--- src/rtl/mem_port_arbiter.sv ---
// rtl/mem_port_arbiter.sv - single-port memory arbiter between instruction fetch and data port
//
// Purpose:
//   Serialises IF-stage fetches and MEM-stage loads/stores onto one unified
//   single-ported memory. Data port has fixed priority (older instruction).
//   Each access runs IDLE -> ACCESS (WAIT_CYCLES cycles) -> RESP (one-cycle ack).
//
// Optional feature:
//   MEM_ARB_STARVE_GUARD_EN - after STARVE_LIMIT consecutive data grants made
//   while a fetch was waiting, the fetch wins the next contested arbitration.
//
// Ports:
//   clk, nreset            clock, asynchronous active-high reset
//   if_req/if_addr         fetch request (level) and byte address
//   if_rdata/if_ack        fetched instruction word, completion pulse
//   dm_req/dm_we/dm_addr/dm_wdata  data request, store flag, address, store data
//   dm_rdata/dm_ack        load data, completion pulse
//   mem_en/mem_we/mem_addr/mem_wdata/mem_rdata  memory interface
//   stall_if/stall_mem     requester waiting (req & ~ack)
//   busy                   FSM not in IDLE
module mem_port_arbiter #(
    parameter int ADDR_W       = 64,
    parameter int DATA_W       = 64,
    parameter int WAIT_CYCLES  = 2,
    parameter int STARVE_LIMIT = 4
) (
    input  logic              clk,
    input  logic              nreset,
    input  logic              if_req,
    input  logic [ADDR_W-1:0] if_addr,
    output logic [31:0]       if_rdata,
    output logic              if_ack,
    input  logic              dm_req,
    input  logic              dm_we,
    input  logic [ADDR_W-1:0] dm_addr,
    input  logic [DATA_W-1:0] dm_wdata,
    output logic [DATA_W-1:0] dm_rdata,
    output logic              dm_ack,
    output logic              mem_en,
    output logic              mem_we,
    output logic [ADDR_W-1:0] mem_addr,
    output logic [DATA_W-1:0] mem_wdata,
    input  logic [DATA_W-1:0] mem_rdata,
    output logic              stall_if,
    output logic              stall_mem,
    output logic              busy
);

    localparam logic [1:0] S_IDLE   = 2'd0;
    localparam logic [1:0] S_ACCESS = 2'd1;
    localparam logic [1:0] S_RESP   = 2'd2;

    localparam int CW = (WAIT_CYCLES > 1) ? $clog2(WAIT_CYCLES) : 1;

    generate
        if (WAIT_CYCLES < 1) begin : g_bad_wait
            $error("mem_port_arbiter: WAIT_CYCLES must be at least 1");
        end
        if (STARVE_LIMIT < 1) begin : g_bad_starve
            $error("mem_port_arbiter: STARVE_LIMIT must be at least 1");
        end
    endgenerate

    logic [1:0]        state;
    logic [CW-1:0]     cnt;
    logic              owner_dm;
    logic [ADDR_W-1:0] addr_q;
    logic              we_q;
    logic [DATA_W-1:0] wdata_q;
    logic              grant_dm;
    logic              grant_if;

`ifdef MEM_ARB_STARVE_GUARD_EN
    localparam int SW = $clog2(STARVE_LIMIT + 1);

    logic [SW-1:0] starve_cnt;
    logic          starve_hit;

    // Contested arbitration only: a lone data request is never held back.
    assign starve_hit = (starve_cnt == SW'(STARVE_LIMIT)) && if_req && dm_req;
    assign grant_dm   = dm_req && !starve_hit;
    assign grant_if   = if_req && !grant_dm;

    // Cannot pass STARVE_LIMIT: at the limit a waiting fetch takes the grant.
    always_ff @(posedge clk or posedge nreset) begin
        if (nreset) begin
            starve_cnt <= '0;
        end else if (state == S_IDLE) begin
            if (grant_if) begin
                starve_cnt <= '0;
            end else if (grant_dm && if_req) begin
                starve_cnt <= starve_cnt + 1'b1;
            end
        end
    end
`else
    assign grant_dm = dm_req;
    assign grant_if = if_req && !dm_req;
`endif

    always_ff @(posedge clk or posedge nreset) begin
        if (nreset) begin
            state    <= S_IDLE;
            cnt      <= '0;
            owner_dm <= 1'b0;
            addr_q   <= '0;
            we_q     <= 1'b0;
            wdata_q  <= '0;
            if_rdata <= '0;
            dm_rdata <= '0;
        end else begin
            case (state)
                S_IDLE: begin
                    if (grant_dm || grant_if) begin
                        state    <= S_ACCESS;
                        owner_dm <= grant_dm;
                        addr_q   <= grant_dm ? dm_addr : if_addr;
                        we_q     <= grant_dm && dm_we;
                        wdata_q  <= dm_wdata;
                        cnt      <= CW'(WAIT_CYCLES - 1);
                    end
                end
                S_ACCESS: begin
                    if (cnt == '0) begin
                        state <= S_RESP;
                        if (owner_dm) begin
                            if (!we_q) begin
                                dm_rdata <= mem_rdata;
                            end
                        end else begin
                            // Memory is 64 bits wide; bit 2 picks the instruction half.
                            if_rdata <= addr_q[2] ? mem_rdata[63:32] : mem_rdata[31:0];
                        end
                    end else begin
                        cnt <= cnt - 1'b1;
                    end
                end
                S_RESP: begin
                    state <= S_IDLE;
                end
                default: begin
                    state <= S_IDLE;
                end
            endcase
        end
    end

    assign mem_en    = (state == S_ACCESS);
    assign mem_we    = mem_en && owner_dm && we_q;
    assign mem_addr  = owner_dm ? addr_q : {addr_q[ADDR_W-1:3], 3'b000};
    assign mem_wdata = wdata_q;
    assign if_ack    = (state == S_RESP) && !owner_dm;
    assign dm_ack    = (state == S_RESP) && owner_dm;
    assign stall_if  = if_req && !if_ack;
    assign stall_mem = dm_req && !dm_ack;
    assign busy      = (state != S_IDLE);

endmodule

--- config.mk ---
export PLATFORM = sky130hd
export DESIGN_NAME = mem_port_arbiter
export DESIGN_NICKNAME = d
export VERILOG_FILES = /design/src/rtl/mem_port_arbiter.sv
export SDC_FILE = /design/constraint.sdc
export NUM_CORES = 1
export LEC_CHECK = 0
export BUFFER_PORTS_ARGS = -buffer_cell sky130_fd_sc_hd__buf_2
export CAP_MARGIN = 15
export CORE_AREA = 2 2 190 192
export DETAILED_ROUTE_END_ITERATION = 8
export DIE_AREA = 0 0 192 194
export GPL_TIMING_DRIVEN = 0
export HOLD_SLACK_MARGIN = 0.1
export PLACE_DENSITY_LB_ADDON = 0.1
export SYNTH_ARGS = -nofsm -noshare
export SYNTH_HDL_FRONTEND = slang
export SYNTH_SLANG_ARGS = --single-unit
--- constraint.sdc ---
create_clock -name clk -period 9.6 [get_ports clk]
set_clock_uncertainty 0.15 [all_clocks]
set_input_delay 0.96 -clock clk [delete_from_list [all_inputs] [get_ports clk]]
set_output_delay 0.96 -clock clk [all_outputs]
set_load 0.05 [all_outputs]
After elaboration in Yosys (flattened, before gate mapping)
Cells that the tools add are included.

Bits in registers: 229. Bits of input ports: 261. Output and inout bits: 231. Logic and storage cells: 46.

Add/subtract/negate cells: 1. Eq/ne operators: 4. Muxes and demuxes: 9. Bitwise gates (word level): 3. Reductions and logical operators: 21.

Operators with widths (number): two-way mux 64 bit (1); two-way mux 32 bit (1); logical AND 1 bit (8); AND reduction 2 bit (3); zero test 1 bit (4); two-way mux 2 bit (2); inequality test 2 bit, second input constant (2); one-hot mux 2 bit (2 select lines) (1); AND reduction 4 bit (1); nonzero test 2 bit (2); two-way mux 3 bit (1); NOT 1 bit (3); AND reduction 3 bit (1); equality test 2 x 1 -> 1 bit, second input constant (1); equality test 2 bit, second input constant (1); zero test 2 bit (1); two-way mux 1 bit (2); one-hot mux 1 bit (2 select lines) (1); logical OR 1 bit (1); subtractor 1 bit, second input constant (1).

Depth between registers and ports, before layout
Gate-level depths: netlist of the first run.

Word-level depth: 5. Gate-level depth with buffers: 5. Mapped depth without buffers: 3.

Worst setup path before layout of the first run
Ideal clock, no wire load.

Kind: register to output. Start point: register owner_dm. End point: output stall_if. Arrival time: 2207 ps. Required time: 8490 ps. Setup slack: 6283 ps. Cell stages (with the launch flop): 3. Cells stage by stage: dfrtp_1 -> nor3b_1 -> nor2b_1.

Word-level cells in the longest chain between the ends: 4.

Ends and longest elaborated chain: from (decl) (line 66) `logic owner_dm;`; from (signal assigned) (line 116) `owner_dm <= grant_dm;`; zero test 1 bit (line 152) `assign if_ack = (state == S_RESP) && !owner_dm;`; logical AND 1 bit (line 152); net if_ack (line 32) `output logic if_ack,`; zero test 1 bit (line 154) `assign stall_if = if_req && !if_ack;`; logical AND 1 bit (line 154); to (decl) (line 44) `output logic stall_if,`.

The timed path passes the listed nets, and every way through them passes these cells.

Final worst setup path of the first run
Start point: input dm_req. End point: output stall_mem.

Word-level cells in the longest chain between the ends: 1.

Ends and longest elaborated chain: from (decl) (line 33) `input logic dm_req,`; logical AND 1 bit (line 155) `assign stall_mem = dm_req && !dm_ack;`; to (decl) (line 45) `output logic stall_mem,`.

Every way passes these cells.

==> metrics, run 1 <==
result of the run completed; H-tree levels 1; first-pass GRT wire length ~46000 um; die area roughly 37000 um2; Seq cells post-synth 229; CP Capture Type output port; clock sink total 229; Clock Tree Buf Depth 3; CP peak stage delay about 300 ps; Synthesis Warnings 0; Antenna Violating Nets Remaining 0; Worst setup SP type primary input; Worst Hold Slack slightly above 300 ps; met1 Usage GRT between 10% and 20%; Clock Tree Root clkbuf_16; Final period util about a third; Setup Viol. Count Final 0; met3 Use GR 3.98%; CTS Buf Count 27; GRT Resource Usage Total approximately 16%; post-CTS setup buffers 0; initial antenna violation count 2; Hold Path Class in2async; largest area contributor in the netlist dfrtp_1; CTS tree yes; Die Y 194 um; clk_lat worst skew roughly 530 ps; most used cell, CP buf_2; Slew Limit Fails 0; Inst Count DP ~1700; DIE WIDTH 192 um; Core Area approximately 35000 um2; IO Port Bufs a little under 500; f_max approximately 310 MHz; RSZ-0062 raised after global routing no; largest net degree at the start of global routing 91; clock transition time at the flip-flop clock pins of the worst setup and hold paths about 60 ps; via/cell ratio 4.30; number of global-route vias before repair 7796; Starting Density slightly below 30%; DRC violations left 0; DR WL/cell around 18 um; CTS Hold Bufs 0; post-synth top area share roughly 56%; number of library cell types mapped by synthesis 25; final wirelength roughly 31000 um; Overflow after GRT 0; crit path kind in2out; Area growth, synth to finish 38.9%; fillers between 3000 and 4000; Via Count 7349; Syn Std Cell Area between 10000 and 15000 um2; CP arrival about 2100 ps; # IOs 492; syn avg cell area about 14 um2; CP required 8490 ps; hpwl dp 24300 um; final hold vios 0; Tightest Pin Transition around 580 ps; CP max stage cell buf_2; Post-Syn Instances just over 700; Rows just under 70; Tmin final 3200 ps; DR iter-0 viols between 150 and 200; CP max FO 10; routability congestion estimate approximately 0.77; # resized after CTS 0; synthesized net count between 900 and 1000; worst path cell trace buf_2 > buf_4 > buf_2 > nor2b_1 > buf_2; Finished Layout Cells 1709; Slew headroom approximately 61%; sequential-to-total area share from yosys stat between 50% and 60%; Nets roughly 1500; Max Cap Viol 0; met2 Usage GRT a little under a third; share of cells above drive strength 1 between 70% and 80%; DRT Pass-1 Iters 4; GRT Max-Usage Layer met2; Synth area leaders dfrtp_1, mux2_2, buf_4, mux2i_1, a21oi_1
## worst paths after layout
path / startpoint / to / slack (ps) / depth (start not counted)
min: nreset / mem_wdata[6]$_DFFE_PP0P_ / 310 / 2
min in group clk: cnt$_DFFE_PP0P_ / state[1]$_DFFE_PP0P_ / 350 / 1
max: dm_req / stall_mem / 6400 / 5
max reg2reg: state[1]$_DFFE_PP0P_ / mem_wdata[19]$_DFFE_PP0P_ / 7570 / 5
min reg2reg: cnt$_DFFE_PP0P_ / state[1]$_DFFE_PP0P_ / 350 / 1
max in group asynchronous: nreset / if_rdata[18]$_DFFE_PP0P_ / 8150 / 3
## worst max-delay path: cells and delay by family
kind / cells / cell delay, ps
buf+inv: 4 / 960
simple gates: 1 / 160
## state kept, by name (all words and copies together) (netlist names)
signal / flops
we_q: 1
addr_q: 64
owner_dm: 1
mem_wdata: 64
cnt: 1
if_rdata: 32
state: 2
dm_rdata: 64
## placed cells by master (no fill, tap or decap), types with 2 or more instances in the layout
master / instances
buf_2: 504
mux2_2: 256
dfrtp_1: 229
buf_4: 63
nor2_1: 33
mux2i_1: 32
a21oi_1: 32
clkbuf_16: 27
buf_6: 14
clkbuf_8: 10
clkbuf_1: 9
clkinv_2: 9
nand2_1: 3
and2_1: 3
diode_2: 2
o21ai_0: 2
inv_1: 2
nor2b_1: 2
bufinv_16: 2
buf_16: 2
## per-layer routing
metal | vias to the layer above | wire [um]
li1 | 3460 | -
met1 | 3587 | 11900
met2 | 256 | 16300
met3 | 46 | 2240
met4 | 0 | 742
met5 | - | 0
## synth_stat cells
cell      number
mux2i_1       32
and3_1         1
buf_2         14
nor2_1        33
o21a_1         1
and3b_2        1
a32o_1         1
dfrtp_1      229
a21oi_1       32
and2b_2        1
buf_6         14
buf_4         63
a22o_2         1
nand3b_1       1
inv_1          3
nor4b_1        1
mux2_2       256
nor2b_1        2
nor3b_2        1
clkbuf_8       6
clkbuf_1       4
nor3b_1        1
o21ai_0        2
and2_1         3
nand2_1        3
## cell families (layout without fill, tap and decap cells)
family	Yosys count	after routing	share of synthesized area, %
muxes	288	288	31.5
DFF	229	229	56.4
AOI/OAI and AO/OA	37	37	1.94
buffers and inverters	104	644	7.96
and+or+nand+nor	48	48	2.24
other	0	2	0
## through the flow
step | setup TNS, ps | worst slack [ps] | utilization, % | area, um2
2_1_floorplan | 0 | 2210 | - | 10200
3_3_place_gp | -286090 | -1270 | 37.5 | 13200
3_5_place_dp | 0 | 6330 | 37.6 | 13300
4_1_cts | 0 | 6350 | 40.1 | 14100
5_1_grt | 0 | 6300 | 40.1 | 14100
6_report | 0 | 6400 | 40.1 | 14100
## area by class of cell
class	count	area, um2	area share [%]
Timing Repair Buffer	492	2510	17.7
Tap cell	461	577	4.08
Multi-Input combinational cell	373	3630	25.7
Antenna cell	2	5.00	0.0354
Buffer	101	798	5.65
Inverter	3	18.8	0.133
Clock inverter	12	114	0.806
Sequential cell	229	5730	40.6
Clock buffer	36	749	5.30
Power of run 1 is left out: the tool's default activity adds up to more than one toggle a clock period on the data nets, which glitch-free logic cannot reach.
==> inputs of run 2 (changes only) <==
- CORE_AREA: 2 2 190 192 -> 2 2 189 191
- DIE_AREA: 0 0 192 194 -> 0 0 191 193
- clock period: 9.6 -> 2.57 ns (I/O delays scaled with it)
==> run 2 against run 1 <==
Sequential share of layout area is 6.6 points lower. Die area is 1.0% lower. Cell count is 16% higher. Flip-flop and latch count stayed put. Clock-buffer cell count is 8 higher. Non-clock buffer count is 264 higher. Core utilization is 8.1 points higher. Register-to-register slack worse by 7100 ps. First-iteration DRC count is 9.8% higher. Critical path depth is 1 lower. Final area is 19% higher. Global-route usage is 0.78 points higher.
==> metrics, run 2 (synthesis results as in run 1) <==
result of the run completed; dpl ws 491 ps; CP Buf/Inv Count 3; peak supply drop roughly 1000 uV; DRC violations left 0; pwr/cell area between 1000 and 1500 nW/um2; Slew Limit Fails 0; Antenna Violating Nets Remaining 0; Antenna Cells 0; Tightest Pin Transition 818 ps; CTS Hold Bufs 260; Starting Density between 20% and 30%; # resized after CTS 0; Slew headroom between 40% and 50%; commonest non-fill, non-tap cell in the layout buf_2; clock transition time at the flip-flop clock pins of the worst setup and hold paths 60 ps; Nets 1753; Tmin final 2360 ps; Layout Utilization 48.2%; IO Port Bufs between 400 and 500; Rows between 60 and 70; CP max stage cell buf_2; CTS Buf Count 28; Core Area about 35000 um2; fin worst setup slack 205 ps; fin area between 15000 and 20000 um2; share of cells above drive strength 1 about three fifths; CP peak stage delay 400 ps; Fin Setup TNS 0 ps; # IOs between 400 and 500; Clock Tree Buf Depth 3; CP required 2160 ps; first-pass GRT wire length between 40000 and 50000 um; number of global-route vias before repair about 9000; f_max around 420 MHz; Die Y approximately 190 um; WP depth 4; clk_lat worst skew about 540 ps; Hold Path Class in2async; Via Count 8467; Inst Count DP between 1500 and 2000; via/cell ratio between 4 and 5; Overflow after GRT 0; Clock Tree Root clkbuf_16; GRT Resource Usage Total between 10% and 20%; Worst setup SP type register; DR iter-0 viols approximately 180; hpwl dp approximately 24000 um; crit path kind reg2out; post-CTS setup buffers 0; Finished Layout Cells approximately 2000; Max Cap Viol 0; delay-heaviest family, CP buffers and inverters; Area growth, synth to finish 65.7%; most frequent cells in the layout buf_2, dlygate4sd3_1, mux2_2, dfrtp_1, buf_4; most used cell, CP buf_2; R2R setup slack 460 ps; placed instance area around 13000 um2; worst path cell trace buf_2 > buf_2 > and2_1 > buf_2; final wirelength between 30000 and 40000 um; CP max FO 10; DIE WIDTH ~190 um; Final Power 24.8 mW; routability congestion estimate 0.775; clock sink total around 230; CP arrival approximately 2000 ps; H-tree levels 1; CP Capture Type output port; Final period util approximately 92%; RSZ-0062 raised after global routing no; CTS tree yes; Setup Viol. Count Final 0; DR WL/cell between 15 and 20 um; R2R cell count 4; leakage between 8 and 9 nW; DRT Pass-1 Iters 4; die area between 30000 and 40000 um2; largest net degree at the start of global routing 39; final hold vios 0; Worst Hold Slack 287 ps; initial antenna violation count 0
-- run 2: final timing paths --
kind / to / startpoint
max reg2reg: we_q$_DFFE_PP0P_ / state[0]$_DFFE_PP0P_
min in group clk: addr_q[1]$_DFFE_PP0P_ / dm_req
max in group asynchronous: dm_rdata[13]$_DFFE_PP0P_ / nreset
min: dm_rdata[56]$_DFFE_PP0P_ / nreset
min reg2reg: addr_q[0]$_DFFE_PP0P_ / addr_q[0]$_DFFE_PP0P_
max: mem_addr[2] / addr_q[2]$_DFFE_PP0P_
-- run 2: layout make-up --
cell class,count,area (um2)
plain buffers,101,798
clock buffers,44,851
clock inverters,7,73.8
fillers,3220,18100
inverters,3,15.0
multi-input cells,373,3630
flip-flops and latches,229,5730
well taps,461,577
repair buffers,756,5170
-- run 2: worst register-to-register path, cell delays in order (launching register included) --
cell and delay (ps):
dfrtp_1 430, nor2_1 370, o21ai_0 250, a32o_1 250
dlygate4sd3_1 550
-- run 2: power by group --
group	total, mW	switching, mW	internal, mW
sequential	6.39	0.899	5.49
combinational	14.5	9.71	4.79
clock	3.90	1.54	2.36
total	24.8	12.2	12.6
-- run 2: routing by layer --
layer,GRT usage [%],part of all wire [%],up-vias
li1,-,-,3991
met2,30.8,51,292
met5,0,0,-
met4,6.89,3.9,0
met1,19.7,39,4117
met3,3.78,6.4,67
Note: power is estimated with default switching activity, not from simulation.
